**config.mk**
```make
export PLATFORM = sky130hd
export DESIGN_NAME = fetch_stage_flat
export DESIGN_NICKNAME = d
export VERILOG_FILES = /design/src/rtl/fetch_pkg.sv /design/src/rtl/fetch_stage_if.sv /design/src/rtl/fetch_skid_buffer.sv /design/src/rtl/fetch_stage.sv /design/src/flat_wrapper.sv
export SDC_FILE = /design/constraint.sdc
export NUM_CORES = 1
export LEC_CHECK = 0
export ABC_AREA = 1
export CAP_MARGIN = 30
export CELL_PAD_IN_SITES_DETAIL_PLACEMENT = 0
export CELL_PAD_IN_SITES_GLOBAL_PLACEMENT = 1
export CORE_MARGIN = 2
export CORE_UTILIZATION = 31
export DETAILED_ROUTE_END_ITERATION = 10
export GPL_ROUTABILITY_DRIVEN = 0
export PLACE_DENSITY = 0.76
export SLEW_MARGIN = 10
export SYNTH_ARGS = -nofsm -noshare
export SYNTH_HDL_FRONTEND = slang
export SYNTH_SLANG_ARGS = --single-unit
```
**constraint.sdc**
```tcl
create_clock -name Clk -period 1.9 [get_ports Clk]
set_input_delay 0.38 -clock Clk [delete_from_list [all_inputs] [get_ports Clk]]
set_output_delay 0.38 -clock Clk [all_outputs]
set_load 0.01 [all_outputs]
```
**src/rtl/fetch_pkg.sv**
```systemverilog
// Shared types and constants for the instruction-fetch stage.
package fetch_pkg;

    typedef enum logic [1:0] {
        IDLE    = 2'd0,
        FETCH   = 2'd1,
        HOLD    = 2'd2,
        DISCARD = 2'd3
    } fetch_state_e;

    localparam int unsigned PC_INCR   = 4;
    localparam logic [31:0] NOP_INSTR = 32'h0000_0000;

endpackage

```
**src/rtl/fetch_stage_if.sv**
```systemverilog
// Bus bundle between the fetch stage and its surroundings (PC register, imem, branch unit, ID).
interface fetch_stage_if #(
    parameter int ADDR_W = 32,
    parameter int DATA_W = 32
);
    logic [ADDR_W-1:0] PCResult;
    logic [ADDR_W-1:0] PCNext;
    logic              ImemReq;
    logic [ADDR_W-1:0] ImemAddr;
    logic              ImemAck;
    logic [DATA_W-1:0] ImemData;
    logic              BranchTaken;
    logic [ADDR_W-1:0] BranchTarget;
    logic              Stall;
    logic              IFID_Valid;
    logic [DATA_W-1:0] IFID_Instr;
    logic [ADDR_W-1:0] IFID_PCPlus4;

    modport master (
        input  PCResult, ImemAck, ImemData, BranchTaken, BranchTarget, Stall,
        output PCNext, ImemReq, ImemAddr, IFID_Valid, IFID_Instr, IFID_PCPlus4
    );

    modport slave (
        output PCResult, ImemAck, ImemData, BranchTaken, BranchTarget, Stall,
        input  PCNext, ImemReq, ImemAddr, IFID_Valid, IFID_Instr, IFID_PCPlus4
    );
endinterface

```
**src/rtl/fetch_skid_buffer.sv**
```systemverilog
// One-entry holder for an instruction and its PC+4 that arrived while IF/ID was stalled.
module fetch_skid_buffer #(
    parameter int ADDR_W = 32,
    parameter int DATA_W = 32
) (
    input  logic              clk,
    input  logic              rst_n,
    input  logic              load_i,
    input  logic              unload_i,
    input  logic              clear_i,
    input  logic [DATA_W-1:0] instr_i,
    input  logic [ADDR_W-1:0] pcplus4_i,
    output logic              valid_o,
    output logic [DATA_W-1:0] instr_o,
    output logic [ADDR_W-1:0] pcplus4_o
);
    import fetch_pkg::*;

    logic              valid_q, valid_d;
    logic [DATA_W-1:0] instr_q, instr_d;
    logic [ADDR_W-1:0] pcplus4_q, pcplus4_d;

    // Clear (flush) dominates a simultaneous load.
    always_comb begin
        valid_d   = valid_q;
        instr_d   = instr_q;
        pcplus4_d = pcplus4_q;
        if (clear_i) begin
            valid_d = 1'b0;
        end else if (load_i) begin
            valid_d   = 1'b1;
            instr_d   = instr_i;
            pcplus4_d = pcplus4_i;
        end else if (unload_i) begin
            valid_d = 1'b0;
        end
    end

    always_ff @(posedge clk or negedge rst_n) begin
        if (!rst_n) begin
            valid_q   <= 1'b0;
            instr_q   <= DATA_W'(NOP_INSTR);
            pcplus4_q <= '0;
        end else begin
            valid_q   <= valid_d;
            instr_q   <= instr_d;
            pcplus4_q <= pcplus4_d;
        end
    end

    assign valid_o   = valid_q;
    assign instr_o   = instr_q;
    assign pcplus4_o = pcplus4_q;

endmodule

```
**src/rtl/fetch_stage.sv**
```systemverilog
// Instruction-fetch stage: drives imem from the PC, computes PCNext and fills the IF/ID register,
// with stall back-pressure absorbed by a one-entry skid buffer and branch redirect flushing.
module fetch_stage #(
    parameter int              ADDR_W   = 32,
    parameter int              DATA_W   = 32,
    parameter logic [ADDR_W-1:0] RESET_PC = '0
) (
    input logic           Clk,
    input logic           Reset,
    fetch_stage_if.master bus
);
    import fetch_pkg::*;

    localparam logic [ADDR_W-1:0] WORD_MASK = ~ADDR_W'(3);

    fetch_state_e      state_q, state_d;
    logic [ADDR_W-1:0] req_addr_q, req_addr_d;
    logic              ifid_valid_q, ifid_valid_d;
    logic [DATA_W-1:0] ifid_instr_q, ifid_instr_d;
    logic [ADDR_W-1:0] ifid_pc4_q, ifid_pc4_d;

    logic [ADDR_W-1:0] pc_next;
    logic [ADDR_W-1:0] pc_plus4;
    logic [ADDR_W-1:0] pc_aligned;
    logic [ADDR_W-1:0] target_aligned;
    logic              imem_req;
    logic [ADDR_W-1:0] imem_addr;
    logic              ifid_free;

    logic              skid_load, skid_unload, skid_clear;
    logic              skid_valid;
    logic [DATA_W-1:0] skid_instr;
    logic [ADDR_W-1:0] skid_pc4;

    assign pc_plus4       = bus.PCResult + ADDR_W'(PC_INCR);
    assign pc_aligned     = bus.PCResult & WORD_MASK;
    assign target_aligned = bus.BranchTarget & WORD_MASK;
    assign ifid_free      = !ifid_valid_q || !bus.Stall;

    always_comb begin
        state_d      = state_q;
        req_addr_d   = req_addr_q;
        pc_next      = bus.PCResult;
        imem_req     = 1'b0;
        imem_addr    = '0;
        ifid_valid_d = ifid_valid_q && bus.Stall;
        ifid_instr_d = ifid_instr_q;
        ifid_pc4_d   = ifid_pc4_q;
        skid_load    = 1'b0;
        skid_unload  = 1'b0;
        skid_clear   = 1'b0;

        unique case (state_q)
            IDLE: begin
                state_d = FETCH;
            end
            FETCH: begin
                imem_req   = 1'b1;
                imem_addr  = pc_aligned;
                req_addr_d = pc_aligned;
                if (bus.ImemAck && !bus.BranchTaken) begin
                    pc_next = pc_plus4;
                    if (ifid_free) begin
                        ifid_valid_d = 1'b1;
                        ifid_instr_d = bus.ImemData;
                        ifid_pc4_d   = pc_plus4;
                    end else begin
                        skid_load = 1'b1;
                        state_d   = HOLD;
                    end
                end else if (!bus.ImemAck && bus.BranchTaken) begin
                    state_d = DISCARD;
                end
            end
            HOLD: begin
                if (!bus.Stall) begin
                    ifid_valid_d = 1'b1;
                    ifid_instr_d = skid_instr;
                    ifid_pc4_d   = skid_pc4;
                    skid_unload  = 1'b1;
                    state_d      = FETCH;
                end
            end
            DISCARD: begin
                imem_req  = 1'b1;
                imem_addr = req_addr_q;
                // An ack here retires the stale request even if a new redirect arrives with it.
                if (bus.ImemAck) begin
                    state_d = FETCH;
                end
            end
            default: begin
                state_d = IDLE;
            end
        endcase

        if (bus.BranchTaken) begin
            pc_next      = target_aligned;
            ifid_valid_d = 1'b0;
            ifid_instr_d = ifid_instr_q;
            ifid_pc4_d   = ifid_pc4_q;
            skid_clear   = 1'b1;
            skid_load    = 1'b0;
            skid_unload  = 1'b0;
            if (state_q == HOLD || state_q == IDLE) begin
                state_d = FETCH;
            end
        end
    end

    always_ff @(posedge Clk or negedge Reset) begin
        if (!Reset) begin
            state_q      <= IDLE;
            req_addr_q   <= '0;
            ifid_valid_q <= 1'b0;
            ifid_instr_q <= DATA_W'(NOP_INSTR);
            ifid_pc4_q   <= RESET_PC;
        end else begin
            state_q      <= state_d;
            req_addr_q   <= req_addr_d;
            ifid_valid_q <= ifid_valid_d;
            ifid_instr_q <= ifid_instr_d;
            ifid_pc4_q   <= ifid_pc4_d;
        end
    end

    fetch_skid_buffer #(
        .ADDR_W (ADDR_W),
        .DATA_W (DATA_W)
    ) u_skid (
        .clk       (Clk),
        .rst_n     (Reset),
        .load_i    (skid_load),
        .unload_i  (skid_unload),
        .clear_i   (skid_clear),
        .instr_i   (bus.ImemData),
        .pcplus4_i (pc_plus4),
        .valid_o   (skid_valid),
        .instr_o   (skid_instr),
        .pcplus4_o (skid_pc4)
    );

    // Occupancy is implied by the HOLD state; the flag is kept for observability only.
    logic skid_valid_unused;
    assign skid_valid_unused = skid_valid;

    assign bus.PCNext       = pc_next;
    assign bus.ImemReq      = imem_req;
    assign bus.ImemAddr     = imem_addr;
    assign bus.IFID_Valid   = ifid_valid_q;
    assign bus.IFID_Instr   = ifid_instr_q;
    assign bus.IFID_PCPlus4 = ifid_pc4_q;

endmodule

```
**src/flat_wrapper.sv**
```systemverilog
// flat-port wrapper written by rule: the top's interface ports become plain ports
module fetch_stage_flat import fetch_pkg::*;
#(
    parameter int              ADDR_W   = 32,
    parameter int              DATA_W   = 32,
    parameter logic [ADDR_W-1:0] RESET_PC = '0
)
  (Clk, Reset, bus_PCResult, bus_ImemAck, bus_ImemData, bus_BranchTaken, bus_BranchTarget, bus_Stall, bus_PCNext, bus_ImemReq, bus_ImemAddr, bus_IFID_Valid, bus_IFID_Instr, bus_IFID_PCPlus4);
  fetch_stage_if #(.ADDR_W(ADDR_W), .DATA_W(DATA_W)) bus_i ();
  input logic Clk;
  input logic Reset;
  input wire logic [$bits(bus_i.PCResult)-1:0] bus_PCResult;
  input wire logic [$bits(bus_i.ImemAck)-1:0] bus_ImemAck;
  input wire logic [$bits(bus_i.ImemData)-1:0] bus_ImemData;
  input wire logic [$bits(bus_i.BranchTaken)-1:0] bus_BranchTaken;
  input wire logic [$bits(bus_i.BranchTarget)-1:0] bus_BranchTarget;
  input wire logic [$bits(bus_i.Stall)-1:0] bus_Stall;
  output wire logic [$bits(bus_i.PCNext)-1:0] bus_PCNext;
  output wire logic [$bits(bus_i.ImemReq)-1:0] bus_ImemReq;
  output wire logic [$bits(bus_i.ImemAddr)-1:0] bus_ImemAddr;
  output wire logic [$bits(bus_i.IFID_Valid)-1:0] bus_IFID_Valid;
  output wire logic [$bits(bus_i.IFID_Instr)-1:0] bus_IFID_Instr;
  output wire logic [$bits(bus_i.IFID_PCPlus4)-1:0] bus_IFID_PCPlus4;
  assign bus_i.PCResult = bus_PCResult;
  assign bus_i.ImemAck = bus_ImemAck;
  assign bus_i.ImemData = bus_ImemData;
  assign bus_i.BranchTaken = bus_BranchTaken;
  assign bus_i.BranchTarget = bus_BranchTarget;
  assign bus_i.Stall = bus_Stall;
  assign bus_PCNext = bus_i.PCNext;
  assign bus_ImemReq = bus_i.ImemReq;
  assign bus_ImemAddr = bus_i.ImemAddr;
  assign bus_IFID_Valid = bus_i.IFID_Valid;
  assign bus_IFID_Instr = bus_i.IFID_Instr;
  assign bus_IFID_PCPlus4 = bus_i.IFID_PCPlus4;
  fetch_stage #(.ADDR_W(ADDR_W), .DATA_W(DATA_W), .RESET_PC(RESET_PC)) u_core (.Clk(Clk), .Reset(Reset), .bus(bus_i));
endmodule
```
==> impl_metrics.csv, run 1 <==
group,metric,value,unit
run_status,status,"complete, but fails checks",
run_status,violations,"negative setup slack",
route,post-route-drc-count,0,
route,vias,9332,
yosys,ys_ff_latch,161,
clock_tree,worst_skew_pair.late_latency,440,ps
setup_path,critPathCaptureType,"output pin",
floorplanning,rows,60,
grt,antenna_found_initial,3,
clock_tree,cts_root_buf,"clkbuf_16",
route,wl_per_cell,18.00,um
run,max_cap_viol_count,0,
route,drt_iter0_drc,564,
yosys,mappedNetlistArea,8493,um^2
power,vdd_drop_max,0.6788,mV
setup_path,start_kind,"flip-flop",
yosys,synth.avg_cell_area,7.253,um^2
grt,grt_pass1_wl,51780,um
sta,clock_skew,15.61,ps
setup_path,required,1520,ps
route,route.antenna.remaining_nets,0,
clock_tree,cts.clk_slew.worst_paths,80,ps
cells_and_area,stdcell_count,1910,
power,p_per_area,1224,nW/um^2
cells_and_area,nNetsFinal,1660,
floorplanning,num_io_pins,231,
yosys,synthTopCellsByArea,"dfrtp_1, nand2_1, o21ai_0",
clock_tree,clock_sinks,161,
clock_tree,cts-buffers-inserted,17,
cells_and_area,fin_util,54.50,%
yosys,ys_types,30,
clock_tree,h-tree-depth,4,
clock_tree,clk_path_buf_depth,2,
route,wl,34380,um
yosys,yosys_warnings,0,
yosys,yosysTopAreaCell,"dfrtp_1",
sta,period_share,122.2,%
yosys,async_reset_ff_share,100.0,%
sta,clock.fmax,430.8,MHz
sta,slew_viol_final,0,
cells_and_area,area_delta_synth_final,72.95,%
yosys,synth_top_area_share,47.44,%
grt,grt_max_degree,69,
floorplanning,die_x,169.5,um
grt,grt_pass1_vias,9296,
grt,track_usage,23.38,%
placed_design,numPortBuffers,226,
sta,hold_viol_final,0,
floorplanning,die_h,169.5,um
setup_path,cp_slowest_cell,"dfrtp_1",
yosys,ys.flop_type,"dfrtp_1",
setup_path,critPathMaxFanout,7,
clock_tree,cts_tree,"yes",
floorplanning,core,26950,um^2
worst_hold_path,hp-class,"primary input to flip-flop",
route,dr.pass1.iters,5,
setup_path,crit_chain,"ha_4 -> nand2_4 -> buf_6 -> clkinvlp_4 -> buf_12 -> buf_12 -> nand2_4 -> nand3_2 -> buf_6",
cells_and_area,drive_gt1_share,33.91,%
setup_path,worstSetupPathType,"flip-flop to output pin",
setup_path,cpPeakStageDelay,420,ps
placed_design,dpl.cell_count,1826,
sta,fin_crit,2321,ps
floorplanning,initial_core_util,31.51,%
yosys,ys_seq_area_share,47.44,%
placed_design,pre_cts_slack,-1132,ps
sta,slew_headroom,64.59,%
yosys,synth_edf_count,0,
sta,fin_ws,-421.2,ps
sta,setup_viol,125,
grt,grt.overflow.total,0,
setup_path,cp.arrival,1940,ps
sta,grt_setup_unrepaired,"yes",
route,routed_via_density,4.886,
sta,worst_pin_slew,531.2,ps
floorplanning,dieArea,28740,um^2
placed_design,dpl.hpwl,22580,um
power,leakagePower,7.044,nW
yosys,synth_cells,1171,
[registers in the layout, summed over array words and instances, names as in the netlist]
name / count
u_core.u_skid.instr_o: 32
u_core.u_skid.pcplus4_o: 32
u_core.bus.IFID_Valid: 1
u_core.state_q: 2
u_core.req_addr_q: 30
u_core.bus.IFID_Instr: 32
u_core.bus.IFID_PCPlus4: 32
[area by class of cell]
class,count,area (um^2)
Fill cell,2446,12260
Multi-Input combinational cell,851,4921
Timing Repair Buffer,424,4274
Sequential cell,161,4029
Tap cell,341,426.7
Clock buffer,17,425.4
Inverter,97,402.9
Clock inverter,15,186.4
Timing Repair inverter,1,16.27
Antenna cell,3,7.507
[where the power goes]
part	internal [W]	switching, W
sequential	0.00495	0.000820
clock	0.00180	0.00176
combinational	0.00434	0.00432
[cells in the final DEF, fill, tap and decap left out, types with 17 or more instances in the layout]
| cell | synthesis | layout |
|---|---|---|
| a21oi_2 | 0 | 23 |
| a31oi_1 | 44 | 31 |
| buf_12 | 0 | 24 |
| buf_2 | 16 | 42 |
| buf_4 | 13 | 132 |
| buf_6 | 4 | 40 |
| clkbuf_16 | 0 | 26 |
| clkdlybuf4s50_1 | 0 | 133 |
| dfrtp_1 | 161 | 161 |
| inv_1 | 90 | 85 |
| nand2_1 | 442 | 379 |
| nand2_2 | 4 | 46 |
| nand2_4 | 0 | 21 |
| nand3_1 | 66 | 51 |
| nor2_1 | 105 | 63 |
| nor2_2 | 4 | 31 |
| nor2_4 | 2 | 17 |
| o21ai_0 | 93 | 53 |
| o21ai_1 | 19 | 28 |
| o21ai_2 | 0 | 22 |
[synthesized netlist by cell type, types with 6 or more instances]
library cell / instances
a31oi_1: 44
inv_2: 7
buf_2: 16
nand2_1: 442
buf_4: 13
o21ai_0: 93
inv_1: 90
nand3_1: 66
ha_1: 6
o21ai_1: 19
a22oi_1: 6
nor2_1: 105
a21oi_1: 39
dfrtp_1: 161
clkbuf_1: 27
[routing by layer]
layer / global-route usage (%) / wire [um] / up-vias
met4: 8.473 / 809 / 0
met5: 0 / 0 / -
met3: 3.591 / 1498 / 49
li1: - / - / 4529
met2: 38.76 / 16830 / 242
met1: 31.02 / 15240 / 4512
[final timing paths]
path                                     startpoint                     endpoint  slack, ps  cells after the start
setup / recovery                  u_core.state_q[0]               bus_PCNext[16]       -420                      9
hold / removal                     bus_PCResult[10]        u_core.req_addr_q[10]        280                      3
setup reg to reg                  u_core.state_q[0]  u_core.bus.IFID_PCPlus4[14]       -190                     13
hold reg to reg            u_core.u_skid.instr_o[4]     u_core.u_skid.instr_o[4]        470                      2
max in group asynchronous                     Reset  u_core.u_skid.pcplus4_o[25]        800                      3
min in group asynchronous                     Reset        u_core.req_addr_q[27]        450                      2
[repair_timing]
item | CTS | global route
hold buffers | 1 | 0
resized for setup | 477 | 250
cloned | 13 | 11
hold endpoints to repair | 40 | 0
pin swaps | 28 | 33
endpoints found under the setup margin | 127 | 125
setup buffers | 18 | 19
[kinds of logic (layout without fill, tap and decap cells)]
kind of cell / after synthesis / in the layout / synth area share, %
buf+inv: 161 / 554 / 8.279
other cells: 1 / 5 / 0.04415
fa+ha+maj: 6 / 6 / 0.8839
simple gates: 629 / 630 / 29.55
xor+xnor: 7 / 7 / 0.7219
flops: 161 / 161 / 47.44
compound gates: 206 / 206 / 13.08
[critical path, delay by kind of cell (launching register included)]
kind,cells,cell delay [ps]
fa+ha+maj,1,180
buf+inv,5,690
flops,1,420
simple gates,3,210
[per-stage QoR]
step | hold WS, ps | area [um^2] | power, W | TNS [ps]
2_1_floorplan | 84.41 | 8497 | 0.008644 | 0
3_3_place_gp | 365.3 | 12170 | 0.01229 | -80270
3_5_place_dp | 368.1 | 12170 | 0.01241 | -83700
4_1_cts | 349.7 | 13690 | 0.01678 | -23450
5_1_grt | 286.4 | 14690 | 0.01910 | -36390
6_report | 277.2 | 14690 | 0.01798 | -27600
Note: power is estimated with default switching activity, not from simulation.
==> run 2, diff against run 1 <==
--- a/config.mk
+++ b/config.mk
@@ -10,11 +10,13 @@
 export CELL_PAD_IN_SITES_DETAIL_PLACEMENT = 0
 export CELL_PAD_IN_SITES_GLOBAL_PLACEMENT = 1
 export CORE_MARGIN = 2
-export CORE_UTILIZATION = 31
+export CORE_UTILIZATION = 32
+export CTS_CLUSTER_DIAMETER = 200
 export DETAILED_ROUTE_END_ITERATION = 10
 export GPL_ROUTABILITY_DRIVEN = 0
-export PLACE_DENSITY = 0.76
+export PLACE_DENSITY = 0.77
 export SLEW_MARGIN = 10
 export SYNTH_ARGS = -nofsm -noshare
 export SYNTH_HDL_FRONTEND = slang
+export SYNTH_HIERARCHICAL = 1
 export SYNTH_SLANG_ARGS = --single-unit
==> impl_metrics.csv, run 2 <==
group,metric,value,unit
route,wl,34910,um
setup_path,critPathMaxFanout,5,
clock_tree,clk_path_buf_depth,2,
setup_path,critPathCaptureType,"output pin",
grt,grt.overflow.total,0,
sta,slew_headroom,66.07,%
run_status,violations,"negative setup slack",
floorplanning,rows,60,
setup_path,required,1520,ps
clock_tree,clock_sinks,161,
route,route.antenna.remaining_nets,0,
sta,grt_setup_unrepaired,"yes",
setup_path,r2r_start,"u_core/state_q[1]",
cells_and_area,final_common_cell,"nand2_1",
grt,grt_pass1_vias,9317,
grt,grt_pass1_wl,51680,um
yosys,yosys_warnings,6,
floorplanning,dieArea,28760,um^2
clock_tree,cts.clk_slew.worst_paths,80,ps
floorplanning,die_h,169.6,um
placed_design,dpl.hpwl,21980,um
cells_and_area,seq_area,4029,um^2
sta,fin_crit,2289,ps
worst_hold_path,hold_end,"u_core/req_addr_q[2]",
route,routed_via_density,4.970,
setup_path,cp.arrival,1910,ps
route,wl_per_cell,18.02,um
clock_tree,worst_skew_pair.late_latency,440,ps
run_status,status,"complete, but fails checks",
setup_path,rr_worst_depth,13,
sta,clock_skew,13.07,ps
worst_hold_path,hp-class,"primary input to flip-flop",
setup_path,start_kind,"flip-flop",
grt,antenna_found_initial,1,
power,vdd_drop_max,0.7276,mV
yosys,synth.avg_cell_area,7.186,um^2
sta,slew_viol_final,0,
route,vias,9627,
power,leakagePower,7.282,nW
route,post-route-drc-count,0,
route,drt_iter0_drc,831,
clock_tree,cts-buffers-inserted,17,
floorplanning,die_x,169.6,um
cells_and_area,fillers,2481,
setup_path,reg2reg_to,"u_core/bus.IFID_Instr[1]",
sta,setup_viol,125,
setup_path,worstSetupPathType,"flip-flop to output pin",
sta,clock.fmax,436.9,MHz
grt,track_usage,23.11,%
clock_tree,h-tree-depth,4,
route,dr.pass1.iters,5,
worst_hold_path,hold_depth,3,
floorplanning,core,26950,um^2
cells_and_area,area_delta_synth_final,68.37,%
power,p_per_area,1312,nW/um^2
cells_and_area,multi_input_area,5258,um^2
cells_and_area,drive_gt1_share,33.67,%
placed_design,numPortBuffers,226,
cells_and_area,final_cell_mix,"nand2_1, dfrtp_1, clkdlybuf4s50_1",
cells_and_area,stdcell_count,1937,
sta,tns,-32200,ps
floorplanning,initial_core_util,32.56,%
clock_tree,cts_tree,"yes",
setup_path,worst-r2r-setup-slack,-290,ps
run,max_cap_viol_count,0,
sta,worst_pin_slew,508.9,ps
placed_design,dpl.cell_count,1848,
yosys,synth_cells,1221,
sta,fin_ws,-389.0,ps
yosys,mappedNetlistArea,8775,um^2
sta,period_share,120.5,%
floorplanning,num_io_pins,231,
clock_tree,cts_root_buf,"clkbuf_16",
worst_hold_path,holdCritStartpoint,"bus_PCResult[2]",
cells_and_area,nNetsFinal,1689,
grt,grt_max_degree,51,
sta,hold_viol_final,0,
==> run 2: changes by cell type in the layout (fill, tap and decap cells not counted), sizes merged, moves of 8 or more <==
cell / previous run / this run
a21oi: 39 / 27
buf: 251 / 243
inv: 101 / 86
nand3: 66 / 140
nor2: 112 / 135
o21ai: 112 / 84
==> run 2: layout make-up <==
| type | count | share of cell area (%) |
|---|---|---|
| multi-input combinational | 905 | 35.59 |
| clock buffer | 17 | 2.879 |
| antenna | 1 | 0.01694 |
| inverter | 83 | 2.295 |
| tap | 341 | 2.888 |
| clock inverter | 15 | 1.287 |
| sequential | 161 | 27.27 |
| timing repair buffer | 414 | 27.78 |
==> run 2: power breakdown <==
part | internal [W] | switching, W
combinational | 0.00493 | 0.00503
clock | 0.00179 | 0.00176
sequential | 0.00501 | 0.000875
total | 0.0117 | 0.00766
==> run 2: layer usage <==
| metal | up-vias | GRT usage, % | routed length [um] |
|---|---|---|---|
| li1 | 4636 | - | - |
| met1 | 4602 | 30.95 | 15220 |
| met2 | 341 | 38.62 | 17080 |
| met3 | 48 | 4.781 | 2065 |
| met4 | 0 | 4.980 | 548 |
| met5 | - | 0 | 0 |
==> run 2: critical path: stages (launching register included) <==
cell and delay, ps:
dfrtp_1 420, ha_4 190, nand3_4 110, clkinv_4 90
buf_12 130, buf_6 120, o311ai_4 230, buf_2 180
==> run 2: repair_timing <==
item,4_1_cts,5_1_grt
endpoints found under the setup margin,126,127
buffers inserted,23,15
endpoints found under the hold margin,43,0
gates resized for setup,493,223
gates cloned,8,13
pin swaps,48,41
hold buffers,1,0
==> run 2: worst max-delay path by stage <==
stage / startpoint / to / slack, ps / depth (start not counted)
final: u_core/state_q[0] / bus_PCNext[7] / -390 / 7
after detailed placement: bus_PCResult[2] / bus_PCNext[8] / -1130 / 10
after global placement: bus_PCResult[2] / bus_PCNext[16] / -1080 / 11
after global routing: u_core/state_q[1] / bus_PCNext[5] / -450 / 8
after floorplan: u_core/state_q[1] / bus_PCNext[2] / 10 / 7
after CTS: u_core/state_q[1] / bus_PCNext[5] / -380 / 8
==> run 2: metrics by stage <==
stage / utilization, % / area [um^2] / hold slack (ps) / worst slack (ps) / power [W]
floorplan: - / 8778 / 84.41 / 9.538 / 0.009181
global placement: 45.55 / 12280 / 353.4 / -1080 / 0.01296
detailed placement: 45.55 / 12280 / 351.4 / -1130 / 0.01309
CTS: 50.91 / 13720 / 203.7 / -377.5 / 0.01751
global route: 54.82 / 14770 / 235.7 / -448.1 / 0.02054
finish: 54.82 / 14770 / 224.0 / -389.0 / 0.01939
